<file path="config.mk">
export PLATFORM = sky130hd
export DESIGN_NAME = io_channel_ready_generator_flat
export DESIGN_NICKNAME = d
export VERILOG_FILES = /design/src/rtl/io_channel_ready_generator_if.sv /design/src/rtl/io_channel_ready_generator.sv /design/src/flat_wrapper.sv
export SDC_FILE = /design/constraint.sdc
export NUM_CORES = 1
export LEC_CHECK = 0
export BUFFER_PORTS_ARGS = -buffer_cell sky130_fd_sc_hd__clkbuf_2
export CAP_MARGIN = 20
export CORE_UTILIZATION = 58
export DETAILED_ROUTE_END_ITERATION = 16
export PLACE_DENSITY = 0.83
export SYNTH_ARGS = -nofsm -noshare
export SYNTH_HDL_FRONTEND = slang
export SYNTH_SLANG_ARGS = --single-unit
</file>
<file path="constraint.sdc">
create_clock -name clock -period 4.9 [get_ports clock]
set_input_delay 0.735 -clock clock [delete_from_list [all_inputs] [get_ports clock]]
set_output_delay 0.735 -clock clock [all_outputs]
set_load 0.01 [all_outputs]
</file>
<file path="src/rtl/io_channel_ready_generator_if.sv">
// I/O channel command/ready bundle shared by the bus master side and the wait-state generator.
interface io_channel_ready_generator_if;
    logic cpu_clock;
    logic chip_select_n;
    logic io_read_n;
    logic io_write_n;
    logic memory_read_n;
    logic memory_write_n;
    logic address_enable_n;
    logic device_busy;
    logic io_channel_ready;
    logic wait_active;
    logic timeout_pulse;

    modport master (
        output cpu_clock, chip_select_n, io_read_n, io_write_n,
               memory_read_n, memory_write_n, address_enable_n, device_busy,
        input  io_channel_ready, wait_active, timeout_pulse
    );

    modport slave (
        input  cpu_clock, chip_select_n, io_read_n, io_write_n,
               memory_read_n, memory_write_n, address_enable_n, device_busy,
        output io_channel_ready, wait_active, timeout_pulse
    );
endinterface

</file>
<file path="src/rtl/io_channel_ready_generator.sv">
// Slave-side wait-state generator: holds io_channel_ready low for a programmed number of
// cpu_clock periods per access, with device_busy extension and a watchdog forced release.
module io_channel_ready_generator #(
    parameter int IO_WAIT_CYCLES  = 2,
    parameter int MEM_WAIT_CYCLES = 1,
    parameter int TIMEOUT_CYCLES  = 10,
    parameter int COUNT_WIDTH     = 4
) (
    input logic                          clock,
    input logic                          reset,
    io_channel_ready_generator_if.slave  bus
);
    localparam logic [1:0] S_IDLE = 2'd0;
    localparam logic [1:0] S_WAIT = 2'd1;
    localparam logic [1:0] S_HOLD = 2'd2;
    localparam logic [1:0] S_DONE = 2'd3;

    localparam logic [COUNT_WIDTH-1:0] IO_LOAD  = COUNT_WIDTH'(IO_WAIT_CYCLES);
    localparam logic [COUNT_WIDTH-1:0] MEM_LOAD = COUNT_WIDTH'(MEM_WAIT_CYCLES);
    localparam logic [COUNT_WIDTH-1:0] TO_LIMIT = COUNT_WIDTH'(TIMEOUT_CYCLES);

    logic [1:0]             r_state;
    logic                   r_prev_cpu_clock;
    logic [COUNT_WIDTH-1:0] r_wait_cnt;
    logic [COUNT_WIDTH-1:0] r_to_cnt;
    logic                   r_ready;
    logic                   r_wait_active;
    logic                   r_timeout_pulse;

    logic                   w_cpu_posedge;
    logic                   w_io_cmd;
    logic                   w_mem_cmd;
    logic                   w_active;
    logic [COUNT_WIDTH-1:0] w_load;
    logic [COUNT_WIDTH-1:0] w_wait_next;
    logic [COUNT_WIDTH-1:0] w_to_next;
    logic                   w_timeout;

    assign w_cpu_posedge = ~r_prev_cpu_clock & bus.cpu_clock;
    assign w_io_cmd      = (~bus.io_read_n | ~bus.io_write_n) & ~bus.address_enable_n;
    assign w_mem_cmd     = ~bus.memory_read_n | ~bus.memory_write_n;
    assign w_active      = ~bus.chip_select_n & (w_io_cmd | w_mem_cmd);
    assign w_load        = w_io_cmd ? IO_LOAD : MEM_LOAD;

    // Both counters saturate rather than wrap.
    assign w_wait_next = (r_wait_cnt == '0) ? '0 : r_wait_cnt - 1'b1;
    assign w_to_next   = (r_to_cnt == '1) ? r_to_cnt : r_to_cnt + 1'b1;
    assign w_timeout   = (w_to_next >= TO_LIMIT);

    always_ff @(posedge clock) begin
        if (reset) begin
            r_state          <= S_IDLE;
            r_prev_cpu_clock <= 1'b0;
            r_wait_cnt       <= '0;
            r_to_cnt         <= '0;
            r_ready          <= 1'b1;
            r_wait_active    <= 1'b0;
            r_timeout_pulse  <= 1'b0;
        end else begin
            r_prev_cpu_clock <= bus.cpu_clock;
            r_timeout_pulse  <= 1'b0;
            case (r_state)
                S_IDLE: begin
                    if (w_cpu_posedge && w_active) begin
                        r_wait_cnt <= w_load;
                        r_to_cnt   <= '0;
                        if (w_load == '0) begin
                            r_state <= S_DONE;
                        end else begin
                            r_state       <= S_WAIT;
                            r_ready       <= 1'b0;
                            r_wait_active <= 1'b1;
                        end
                    end
                end
                S_WAIT, S_HOLD: begin
                    if (!w_active) begin
                        r_state       <= S_IDLE;
                        r_ready       <= 1'b1;
                        r_wait_active <= 1'b0;
                    end else if (w_cpu_posedge) begin
                        r_to_cnt <= w_to_next;
                        if (r_state == S_WAIT) begin
                            r_wait_cnt <= w_wait_next;
                        end
                        // Watchdog outranks normal completion on the same cpu edge.
                        if (w_timeout) begin
                            r_state         <= S_DONE;
                            r_ready         <= 1'b1;
                            r_wait_active   <= 1'b0;
                            r_timeout_pulse <= 1'b1;
                        end else if ((r_state == S_HOLD || w_wait_next == '0) && !bus.device_busy) begin
                            r_state       <= S_DONE;
                            r_ready       <= 1'b1;
                            r_wait_active <= 1'b0;
                        end else if (r_state == S_WAIT && w_wait_next == '0) begin
                            r_state <= S_HOLD;
                        end
                    end
                end
                default: begin
                    if (!w_active) begin
                        r_state <= S_IDLE;
                    end
                end
            endcase
        end
    end

    assign bus.io_channel_ready = r_ready;
    assign bus.wait_active      = r_wait_active;
    assign bus.timeout_pulse    = r_timeout_pulse;
endmodule

</file>
<file path="src/flat_wrapper.sv">
// flat-port wrapper written by rule: the top's interface ports become plain ports
module io_channel_ready_generator_flat 
#(
    parameter int IO_WAIT_CYCLES  = 2,
    parameter int MEM_WAIT_CYCLES = 1,
    parameter int TIMEOUT_CYCLES  = 10,
    parameter int COUNT_WIDTH     = 4
)
  (clock, reset, bus_cpu_clock, bus_chip_select_n, bus_io_read_n, bus_io_write_n, bus_memory_read_n, bus_memory_write_n, bus_address_enable_n, bus_device_busy, bus_io_channel_ready, bus_wait_active, bus_timeout_pulse);
  io_channel_ready_generator_if bus_i ();
  input logic clock;
  input logic reset;
  input wire logic [$bits(bus_i.cpu_clock)-1:0] bus_cpu_clock;
  input wire logic [$bits(bus_i.chip_select_n)-1:0] bus_chip_select_n;
  input wire logic [$bits(bus_i.io_read_n)-1:0] bus_io_read_n;
  input wire logic [$bits(bus_i.io_write_n)-1:0] bus_io_write_n;
  input wire logic [$bits(bus_i.memory_read_n)-1:0] bus_memory_read_n;
  input wire logic [$bits(bus_i.memory_write_n)-1:0] bus_memory_write_n;
  input wire logic [$bits(bus_i.address_enable_n)-1:0] bus_address_enable_n;
  input wire logic [$bits(bus_i.device_busy)-1:0] bus_device_busy;
  output wire logic [$bits(bus_i.io_channel_ready)-1:0] bus_io_channel_ready;
  output wire logic [$bits(bus_i.wait_active)-1:0] bus_wait_active;
  output wire logic [$bits(bus_i.timeout_pulse)-1:0] bus_timeout_pulse;
  assign bus_i.cpu_clock = bus_cpu_clock;
  assign bus_i.chip_select_n = bus_chip_select_n;
  assign bus_i.io_read_n = bus_io_read_n;
  assign bus_i.io_write_n = bus_io_write_n;
  assign bus_i.memory_read_n = bus_memory_read_n;
  assign bus_i.memory_write_n = bus_memory_write_n;
  assign bus_i.address_enable_n = bus_address_enable_n;
  assign bus_i.device_busy = bus_device_busy;
  assign bus_io_channel_ready = bus_i.io_channel_ready;
  assign bus_wait_active = bus_i.wait_active;
  assign bus_timeout_pulse = bus_i.timeout_pulse;
  io_channel_ready_generator #(.IO_WAIT_CYCLES(IO_WAIT_CYCLES), .MEM_WAIT_CYCLES(MEM_WAIT_CYCLES), .TIMEOUT_CYCLES(TIMEOUT_CYCLES), .COUNT_WIDTH(COUNT_WIDTH)) u_core (.clock(clock), .reset(reset), .bus(bus_i));
endmodule
</file>
==> metrics.txt, run 1 <==
combinational family with the most area after synthesis=compound AO/OA/AOI/OAI gates; buffer count from post-CTS setup fixing=0; overall routed net length=1830 µm; Synth top area share=31.7%; number of cells on the worst hold path=1; initial cell density of the core=64.7%; Tightest Hold Check Type=reg2reg; Pwr Density=383 nW/µm²; leading cell type in the layout, fill and taps excluded=sky130_fd_sc_hd__dfxtp_1; core footprint=1370 µm²; Port Buffer Count=12; source of the worst register-to-register timing path=u_core.r_state[0]; capturing point of the worst reg2reg path=u_core.r_wait_cnt[2]; total of warnings raised by yosys=0; average vias per placed instance=6.07; number of global-route vias before repair=643; Hold-fix buffers, CTS=0; multiplexer area fraction after synthesis=3.40%; first-pass GRT wire length=2670 µm; overall power=374 µW; worst-path maximum fanout=6; insertion delay of the later-clocked pin in the worst-skew pair=0.27 ns; worst relative slew slack=75.5%; FP Rows=13; CTS clock-pin slew for the worst setup and hold paths=0.08 ns; setup TNS=0 ns; crit end category=flip-flop; Detailed Route Iter0 Violations=31; filler instances=116; number of placed I/O pins=13; number of max-capacitance violations reported=0; number of pins with negative max-slew slack in the final report=0; clock buffer count from CTS=3; Post-Syn Nets=124; run status=complete, no violations; post-synthesis share of cell area spent on and, or, nand and nor gates=23.5%; end point of the worst hold path=u_core.bus.wait_active; Avg Cell Area, Syn=8.18 µm²; cells taking the most area after synthesis=sky130_fd_sc_hd__dfxtp_1 32%, sky130_fd_sc_hd__ha_1 8.5%, sky130_fd_sc_hd__a21oi_1 5.7%; number of nets with antenna violations after detailed routing=0; first-pass detailed-route iteration total=4; Final Non-Filler Cells=136; unrepaired setup endpoints after global routing=false; post-synthesis adder-cell area fraction=8.50%; final worst path period need=2.00 ns; post-placement cell count=133; post-synthesis cell type with the largest combined area=sky130_fd_sc_hd__dfxtp_1; data required time at the worst endpoint=5.07 ns; Routed wire per std cell=13.5 µm; final setup vio count=0; xor/xnor cell area share of the yosys netlist=0%; die height=41.0 µm; commonest cells after routing, fill and taps aside=14 x sky130_fd_sc_hd__dfxtp_1, 12 x sky130_fd_sc_hd__clkbuf_2, 11 x sky130_fd_sc_hd__nor2_1, 10 x sky130_fd_sc_hd__a21oi_1, 7 x sky130_fd_sc_hd__o21ai_0; total routing resource utilization after global routing=24.8%; Via Count=825; internal reg-to-reg setup slack=2.95 ns; die outline area=1680 µm²; initial antenna violation count=0; Critical Path Source Type=primary input; Seq/Total Area, Yosys=31.7%; clock tree from TritonCTS=yes; hold path start=u_core.bus.wait_active; FMAX=501 MHz; die boundary width=41.0 µm; post-synthesis compound-gate area fraction=29.3%; H-tree depth reported by CTS=1; GRT Residual Overflow=0; Final Cycle Share=40.8%; Crit path arrival time=2.17 ns; # diodes=0; largest net degree at the start of global routing=14; synthesized flop and latch total=14; worst-margin pin slew=0.368 ns; number of hold-slack violations in the final timing report=0; Crit Path Category=in2reg; final RePlAce weighted congestion=0.818; leakage power=0.413 nW; netlist area before placement=883 µm²; number of remaining DRC errors=0; Max VDD drop=0.000243 V; number of cells traversed by the worst register-to-register path=6; maximum buffer depth of the clock tree=2; final net count=139; Post-CTS Resized=0; buffer cell driving the clock tree root=sky130_fd_sc_hd__clkbuf_4; Layout Skew=0.00261 ns; count of mapped cells out of synthesis=108; Post-Route Utilization=71.4%; count of different cell masters after synthesis=37; sink count of the clock tree=14; growth of design area from synthesis to finish=10.5%; layout cell share with drive strength beyond 1=15.7%; DP HPWL=1350 µm
-- kinds of logic after synthesis --
kind of cell / Yosys count
AND/OR/NAND/NOR: 40
AO/OA/AOI/OAI: 37
flip-flops: 14
buffers and inverters: 8
adder cells (fa/ha/maj): 6
multiplexers: 3
-- sequential cells by signal, indices dropped and copies added (netlist names) --
name                         count
u_core.bus.io_channel_ready      1
u_core.bus.timeout_pulse         1
u_core.r_prev_cpu_clock          1
u_core.r_wait_cnt                4
u_core.r_state                   2
u_core.bus.wait_active           1
u_core.r_to_cnt                  4
-- synth_stat cells, drive strengths merged --
| library cell | n |
|---|---|
| buf | 1 |
| nand3 | 1 |
| ha | 6 |
| nand2b | 4 |
| o2bb2ai | 1 |
| o211ai | 3 |
| o311ai | 1 |
| a21o | 1 |
| o21a | 2 |
| a211oi | 3 |
| and3 | 1 |
| a22oi | 1 |
| o21ai | 7 |
| a31o | 2 |
| nand2 | 6 |
| nor3b | 2 |
| nor2 | 11 |
| o32ai | 1 |
| nand3b | 2 |
| o22ai | 1 |
| a31oi | 2 |
| mux2i | 3 |
| inv | 6 |
| clkbuf | 1 |
| a21oi | 10 |
| nor3 | 5 |
| and3b | 1 |
| a211o | 1 |
| dfxtp | 14 |
| or2 | 1 |
| nand4 | 2 |
| o211a | 1 |
| and2 | 1 |
| nor2b | 3 |
-- cell type report --
cell class              count  area (µm²)  area share (%)
well taps                  15        18.8            1.92
flip-flops and latches     14         280            28.7
inverters                   6        22.5            2.31
multi-input cells          86         572            58.6
repair buffers             12        60.1            6.15
clock buffers               3        22.5            2.31
-- routing by layer --
metal,wire length [µm],GRT usage (%),vias up
met5,0,0,-
met2,866,42.6,22
li1,-,-,425
met1,878,29.7,376
met4,12,10.0,0
met3,72,4.89,2
-- power by group --
group          leakage [nW]  switching, mW  total (mW)  internal, mW
clock                0.0138         0.0358      0.0642        0.0284
combinational         0.285         0.0890       0.159        0.0704
sequential            0.114         0.0179       0.151         0.133
-- stage by stage --
stage | hold WS (ns) | worst slack [ns] | instance area [µm²]
finish | 0.491 | 2.90 | 976
global placement | 0.468 | 2.71 | 953
detailed placement | 0.476 | 2.64 | 953
CTS | 0.492 | 2.93 | 976
global route | 0.528 | 2.84 | 976
floorplan | 0.446 | 2.94 | 883
-- how the worst max path moves through the flow --
| stage | from | end | slack, ns | cells past startpoint |
|---|---|---|---|---|
| detailed placement | bus_io_read_n | u_core.bus.wait_active | 2.64 | 6 |
| global placement | bus_io_read_n | u_core.bus.wait_active | 2.71 | 6 |
| finish | bus_io_read_n | u_core.bus.wait_active | 2.90 | 6 |
| global route | u_core.r_state[0] | u_core.r_wait_cnt[2] | 2.84 | 6 |
| CTS | bus_io_read_n | u_core.bus.wait_active | 2.93 | 6 |
| floorplan | bus_io_read_n | u_core.r_wait_cnt[1] | 2.94 | 5 |
-- worst max-delay path, cell delays in order --
cell and delay (ns):
sky130_fd_sc_hd__clkbuf_2 0.09, sky130_fd_sc_hd__a21oi_1 0.31, sky130_fd_sc_hd__o211ai_2 0.21, sky130_fd_sc_hd__o2bb2ai_1 0.34, sky130_fd_sc_hd__o21ai_0 0.21, sky130_fd_sc_hd__a31o_2 0.28
Note: power is estimated with default switching activity, not from simulation.
==> run 2: changes to the inputs <==
Settings changed: ABC_AREA from default to 1, CORE_UTILIZATION 58 to 55, PLACE_DENSITY 0.83 to 0.79.
Clock period 4.9 ns to 1.9 ns, I/O delays scaled along.
==> run 2 against run 1 <==
Effect of this change: area after synthesis is 3.3% higher; combinational power grew to 4.5 times the previous value; clock power rose to 2.6 times the previous value; worst hold slack worse by 0.29 ns; synthesized cell count up 27%; clock skew grew 0.0020 ns; critical path depth up 3; highest routed layer unchanged.
==> metrics.txt, run 2 <==
data required time at the worst endpoint=2.10 ns (-2.97 ns); core footprint=1520 µm² (+12%); netlist area before placement=912 µm² (+3.3%); total of warnings raised by yosys=0 (unchanged); Pwr Density=1220 nW/µm² (+220%); Synth top area share=30.7% (-1.0 points); Port Buffer Count=12 (unchanged); synthesized flop and latch total=14 (unchanged); Final Non-Filler Cells=171 (+26%); clock buffer count from CTS=3 (unchanged); leading register cell type out of synthesis=sky130_fd_sc_hd__dfxtp_1; H-tree depth reported by CTS=1 (unchanged); buffer cell driving the clock tree root=sky130_fd_sc_hd__clkbuf_4; GRT Residual Overflow=0 (unchanged); number of remaining DRC errors=0 (unchanged); Layout Skew=0.00460 ns (+0.00199 ns); maximum buffer depth of the clock tree=2 (unchanged); Via Count=932 (+13%); share of async-settable or async-resettable flops after synthesis=0% (unchanged); DP HPWL=1510 µm (+12%); die boundary width=42.7 µm (+4.1%); # diodes=0 (unchanged); registers with the highest flip-flop counts=u_core.r_to_cnt (4), u_core.r_wait_cnt (4), u_core.r_state (2); Avg Cell Area, Syn=6.66 µm² (-19%); run status=complete, no violations; Crit path arrival time=1.95 ns (-0.22 ns); initial cell density of the core=59.9% (-4.8 points); average vias per placed instance=5.45 (-10%); Post-Route Utilization=68.6% (-2.9 points); Routed wire per std cell=11.4 µm (-15%); number of global-route vias before repair=829 (+29%); die outline area=1830 µm² (+8.5%); number of hold-slack violations in the final timing report=0 (unchanged); Post-Syn Nets=153 (+23%); largest net degree at the start of global routing=11 (-3); worst setup path startpoint=u_core.r_to_cnt[0]; count of different cell masters after synthesis=24 (-35%); CTS clock-pin slew for the worst setup and hold paths=0.08 ns (about the same); final setup vio count=0 (unchanged); hold path start=bus_cpu_clock; growth of design area from synthesis to finish=14.5%; layout cell share with drive strength beyond 1=18.1% (+2.4 points); Critical Path Source Type=flip-flop; Tightest Hold Check Type=in2reg; initial antenna violation count=0 (unchanged); FMAX=573 MHz; worst relative slew slack=80.6% (+5.2 points); worst-margin pin slew=0.290 ns (-0.0784 ns); insertion delay of the later-clocked pin in the worst-skew pair=0.28 ns (about the same); overall routed net length=1960 µm (+6.9%); final RePlAce weighted congestion=0.877 (+7.2%); first-pass detailed-route iteration total=4 (unchanged); met2 usage in global routing=41.5% (-1.1 points); commonest cells after routing, fill and taps aside=27 x sky130_fd_sc_hd__inv_1, 27 x sky130_fd_sc_hd__nand2_1, 14 x sky130_fd_sc_hd__nand3_1, 14 x sky130_fd_sc_hd__dfxtp_1; final worst path period need=1.74 ns; peak-usage layer in the global routing report=met2; number of synthesized flops with an enable pin=0 (unchanged); final net count=173 (+24%); number of max-capacitance violations reported=0 (unchanged); count of mapped cells out of synthesis=137 (+27%); post-placement cell count=164 (+23%); cells taking the most area after synthesis=sky130_fd_sc_hd__dfxtp_1 31%, sky130_fd_sc_hd__inv_1 11%, sky130_fd_sc_hd__nand2_1 11%; Final Cycle Share=91.8%; number of nets with antenna violations after detailed routing=0 (unchanged); FP Rows=14 (+1); total routing resource utilization after global routing=23.2% (-1.6 points); post-synthesis cell type with the largest combined area=sky130_fd_sc_hd__dfxtp_1; crit end category=flip-flop; clock tree from TritonCTS=yes; number of pins with negative max-slew slack in the final report=0 (unchanged); source of the worst register-to-register timing path=u_core.r_to_cnt[0]; first-pass GRT wire length=3240 µm (+21%); Max VDD drop=0.000713 V (+190%); Seq/Total Area, Yosys=30.7% (-1.0 points); leakage power=0.529 nW (+28%); Detailed Route Iter0 Violations=30 (-3.2%); worst-path maximum fanout=5 (-1); met1 track utilization from global routing=26.1% (-3.6 points); sink count of the clock tree=14 (unchanged); number of placed I/O pins=13 (unchanged); Crit Path Category=reg2reg; die height=42.7 µm (+4.1%); global-route met3 utilization=4.26% (-0.64 points); most frequent cells after synthesis=27 x sky130_fd_sc_hd__inv_1, 27 x sky130_fd_sc_hd__nand2_1, 14 x sky130_fd_sc_hd__dfxtp_1, 14 x sky130_fd_sc_hd__nand3_1, 12 x sky130_fd_sc_hd__nor2_1
## run 2: worst max-delay path: stages (launching register included)
cell	delay, ns
sky130_fd_sc_hd__dfxtp_1	0.42
sky130_fd_sc_hd__ha_1	0.29
sky130_fd_sc_hd__nand3_2	0.14
sky130_fd_sc_hd__nand2_1	0.10
sky130_fd_sc_hd__nand2_2	0.08
sky130_fd_sc_hd__o21ai_4	0.20
sky130_fd_sc_hd__nand3_1	0.12
sky130_fd_sc_hd__nand2_1	0.11
sky130_fd_sc_hd__nand2_1	0.06
sky130_fd_sc_hd__a21oi_1	0.15
## run 2: cell families after synthesis
family                   share of synthesized area [%]
adder cells (fa/ha/maj)                           8.23
flip-flops                                        30.7
AO/OA/AOI/OAI                                     16.3
buffers and inverters                             11.9
AND/OR/NAND/NOR                                   32.8
## run 2: area by class of cell
cell class | instances | area (µm²)
timing repair buffer | 15 | 82.6
inverter | 28 | 109
fill | 126 | 479
tap | 16 | 20.0
timing repair inverter | 1 | 5.00
clock buffer | 3 | 22.5
sequential | 14 | 280
multi-input combinational | 94 | 526
## run 2: metal layers
layer  up-vias  part of all wire [%]
met5         -                     0
met4         0                   1.3
met3         4                   3.3
met2        15                    54
met1       429                    42
li1        484                     -
## run 2: what timing repair did
action                                  in CTS  in global routing
hold buffers                                 0                  0
endpoints found under the hold margin        0                  0
resized for setup                            0                  2
setup buffers                                0                  3
endpoints found under the setup margin       0                  5
## run 2: worst paths after layout
check | to | slack, ns | cells after the start
worst max-delay path | u_core.bus.wait_active | 0.16 | 9
worst min-delay path | u_core.r_prev_cpu_clock | 0.20 | 3
worst max register to register | u_core.bus.wait_active | 0.16 | 9
worst min register to register | u_core.bus.io_channel_ready | 0.48 | 2
## run 2: through the flow
step	setup WS [ns]	power [mW]	area, µm²	TNS (ns)	hold slack (ns)
6_report	0.156	1.28	1040	0	0.205
5_1_grt	-0.0231	1.39	1040	-0.0231	0.215
4_1_cts	0.108	1.18	1010	0	0.217
3_5_place_dp	0.116	1.02	988	0	0.464
3_3_place_gp	0.240	1.00	988	0	0.452
2_1_floorplan	0.374	0.889	912	0	0.410
## run 2: power breakdown
group          total, mW  internal (mW)  switching (mW)
sequential         0.395          0.356          0.0391
clock              0.167         0.0736          0.0938
combinational      0.713          0.275           0.438
==> run 3: changes to the inputs <==
Settings changed: CORE_UTILIZATION 55 to 40, PLACE_DENSITY 0.79 to 0.61, REMOVE_ABC_BUFFERS from default to 1.
==> run 3 against run 2 <==
Effect of this change: non-clock buffer count increased by 1; count of clock-buffer cells in the layout unchanged; via count is 0.75% lower; largest cell class unchanged; fmax up 2.7%; largest power group unchanged.
==> metrics.txt, run 3 (synthesis gave the netlist of run 2 again) <==
switching share of power=43.8% (-1.0 points); CP dominant cell by count=sky130_fd_sc_hd__nand2_1; number of hold-slack violations in the final timing report=0 (unchanged); worst-margin pin slew=0.293 ns (+0.00353 ns); total routing resource utilization after global routing=17.6% (-5.6 points); final net count=173 (unchanged); number of global-route vias before repair=825 (-0.48%); layout cell share with drive strength beyond 1=18.1% (unchanged); Layout Skew=0.00254 ns (-0.00206 ns); Critical Path Source Type=flip-flop; final setup vio count=0 (unchanged); initial antenna violation count=0 (unchanged); Routed wire per std cell=10.5 µm (-8.3%); CTS clock-pin slew for the worst setup and hold paths=0.08 ns (about the same); die height=49.8 µm (+16%); core footprint=2040 µm² (+34%); insertion delay of the later-clocked pin in the worst-skew pair=0.28 ns (about the same); Fin Hold WS=0.217 ns (+0.0119 ns); first-pass GRT wire length=3350 µm (+3.4%); growth of design area from synthesis to finish=16.3%; Detailed Route Iter0 Violations=20 (-33%); clock share of power=13.2% (about the same); critical path's slowest cell=sky130_fd_sc_hd__ha_1; leakage power=0.531 nW (+0.46%); DP HPWL=1500 µm (-0.57%); number of placed I/O pins=13 (unchanged); Max VDD drop=0.000577 V (-19%); largest net degree at the start of global routing=11 (unchanged); FMAX=589 MHz (+2.7%); final RePlAce weighted congestion=0.835 (-4.8%); GRT Residual Overflow=0 (unchanged); maximum buffer depth of the clock tree=2 (unchanged); final worst path period need=1.70 ns (-0.0454 ns); capturing point of the worst reg2reg path=u_core.bus.wait_active; Gate power share=55.5% (-0.4 points); # diodes=0 (unchanged); filler instances=226 (+79%); Final Cycle Share=89.4% (-2.4 points); FP Rows=16 (+2); unrepaired setup endpoints after global routing=false; worst-path maximum fanout=8 (+3); setup TNS=0 ns (unchanged); crit end category=flip-flop; initial cell density of the core=44.7% (-15 points); die boundary width=49.8 µm (+16%); average vias per placed instance=5.08 (-6.7%); number of remaining DRC errors=0 (unchanged); Pwr Density=1190 nW/µm² (-2.6%); Crit Path Category=reg2reg; sequential share of power=31.3% (+0.3 points); commonest cells after routing, fill and taps aside=27 x sky130_fd_sc_hd__inv_1, 27 x sky130_fd_sc_hd__nand2_1, 14 x sky130_fd_sc_hd__nand3_1, 14 x sky130_fd_sc_hd__dfxtp_1; Crit path arrival time=1.91 ns (-0.04 ns); number of pins with negative max-slew slack in the final report=0 (unchanged); Tightest Hold Check Type=in2reg; peak per-stage delay on the critical path=0.40 ns (-0.02 ns); buffer cell driving the clock tree root=sky130_fd_sc_hd__clkbuf_4; internal reg-to-reg setup slack=0.20 ns (+0.05 ns); number of max-capacitance violations reported=0 (unchanged); end point of the worst hold path=u_core.r_prev_cpu_clock; sink count of the clock tree=14 (unchanged); run status=complete, no violations; number of nets with antenna violations after detailed routing=0 (unchanged); source of the worst register-to-register timing path=u_core.r_state[1]; data required time at the worst endpoint=2.11 ns (about the same); registers with the highest flip-flop counts=u_core.r_to_cnt (4), u_core.r_wait_cnt (4), u_core.r_state (2); clock buffer count from CTS=3 (unchanged); H-tree depth reported by CTS=1 (unchanged); net switching power=552 µW (-3.3%); cells along the critical path=inv_1, ha_1, clkinvlp_4, nor2_1, nand3_1, nand2_1, nand2_1, a21oi_1; overall power=1.26 mW (-1.1%); Port Buffer Count=12 (unchanged); hold path start=bus_cpu_clock; overall routed net length=1910 µm (-2.4%); number of cells on the worst hold path=3 (unchanged); internal power=709 µW (+0.67%); worst relative slew slack=80.3% (-0.30 points); number of cells traversed by the worst register-to-register path=8 (-1); clock tree from TritonCTS=yes; die outline area=2480 µm² (+36%); first-pass detailed-route iteration total=4 (unchanged); Via Count=925 (-0.75%)
run 3: worst max-delay path: cells and delay by family, from the launching register on:
kind	cells	cell delay (ns)
AOI/OAI and AO/OA	1	0.11
adders and majority gates	1	0.40
buffers and inverters	2	0.30
DFF	1	0.38
and+or+nand+nor	4	0.45
run 3: per-layer routing:
metal | GRT usage (%) | wire [µm] | vias up | share of wire, %
li1 | - | - | 481 | -
met1 | 22.6 | 886 | 417 | 46
met2 | 29.1 | 901 | 25 | 47
met3 | 5.56 | 109 | 2 | 5.7
met4 | 2.86 | 13 | 0 | 0.68
met5 | 0 | 0 | - | 0
run 3: layout make-up:
cell class	instances	area (µm²)	share of cell area, %
repair buffers	16	90.1	8.49
well taps	27	33.8	3.18
multi-input cells	94	526	49.5
inverters	28	109	10.3
clock buffers	3	22.5	2.12
flip-flops and latches	14	280	26.4
run 3: power groups by stage:
| stage | combinational [mW] | sequential, mW | clock [mW] |
|---|---|---|---|
| after floorplan | 0.484 | 0.403 | 0 |
| after global placement | 0.610 | 0.400 | 0 |
| after detailed placement | 0.616 | 0.401 | 0 |
| after CTS | 0.619 | 0.394 | 0.172 |
| after global routing | 0.799 | 0.405 | 0.186 |
| final | 0.700 | 0.395 | 0.167 |
run 3: repair_timing:
item,4_1_cts,5_1_grt
setup endpoints to repair,0,5
hold buffers,0,0
setup buffers,0,4
resized for setup,0,2
run 3: how the worst max path moves through the flow:
| stage | slack [ns] | cells after the start | end | start |
|---|---|---|---|---|
| floorplan | 0.37 | 8 | u_core.bus.wait_active | u_core.r_state[1] |
| CTS | 0.10 | 8 | u_core.bus.wait_active | u_core.r_state[1] |
| detailed placement | 0.13 | 8 | u_core.bus.wait_active | u_core.r_state[1] |
| global placement | 0.24 | 6 | u_core.r_to_cnt[0] | u_core.r_state[1] |
| finish | 0.20 | 8 | u_core.bus.wait_active | u_core.r_state[1] |
| global route | 0.01 | 11 | u_core.r_state[0] | u_core.r_to_cnt[0] |
run 3: through the flow:
step / instances / util (%) / setup WS (ns) / instance area, µm²
floorplan: 136 / - / 0.374 / 908
global placement: 175 / 49.1 / 0.235 / 1000
detailed placement: 175 / 49.1 / 0.134 / 1000
CTS: 178 / 50.2 / 0.104 / 1020
global route: 182 / 52.0 / 0.0121 / 1060
finish: 182 / 52.0 / 0.201 / 1060
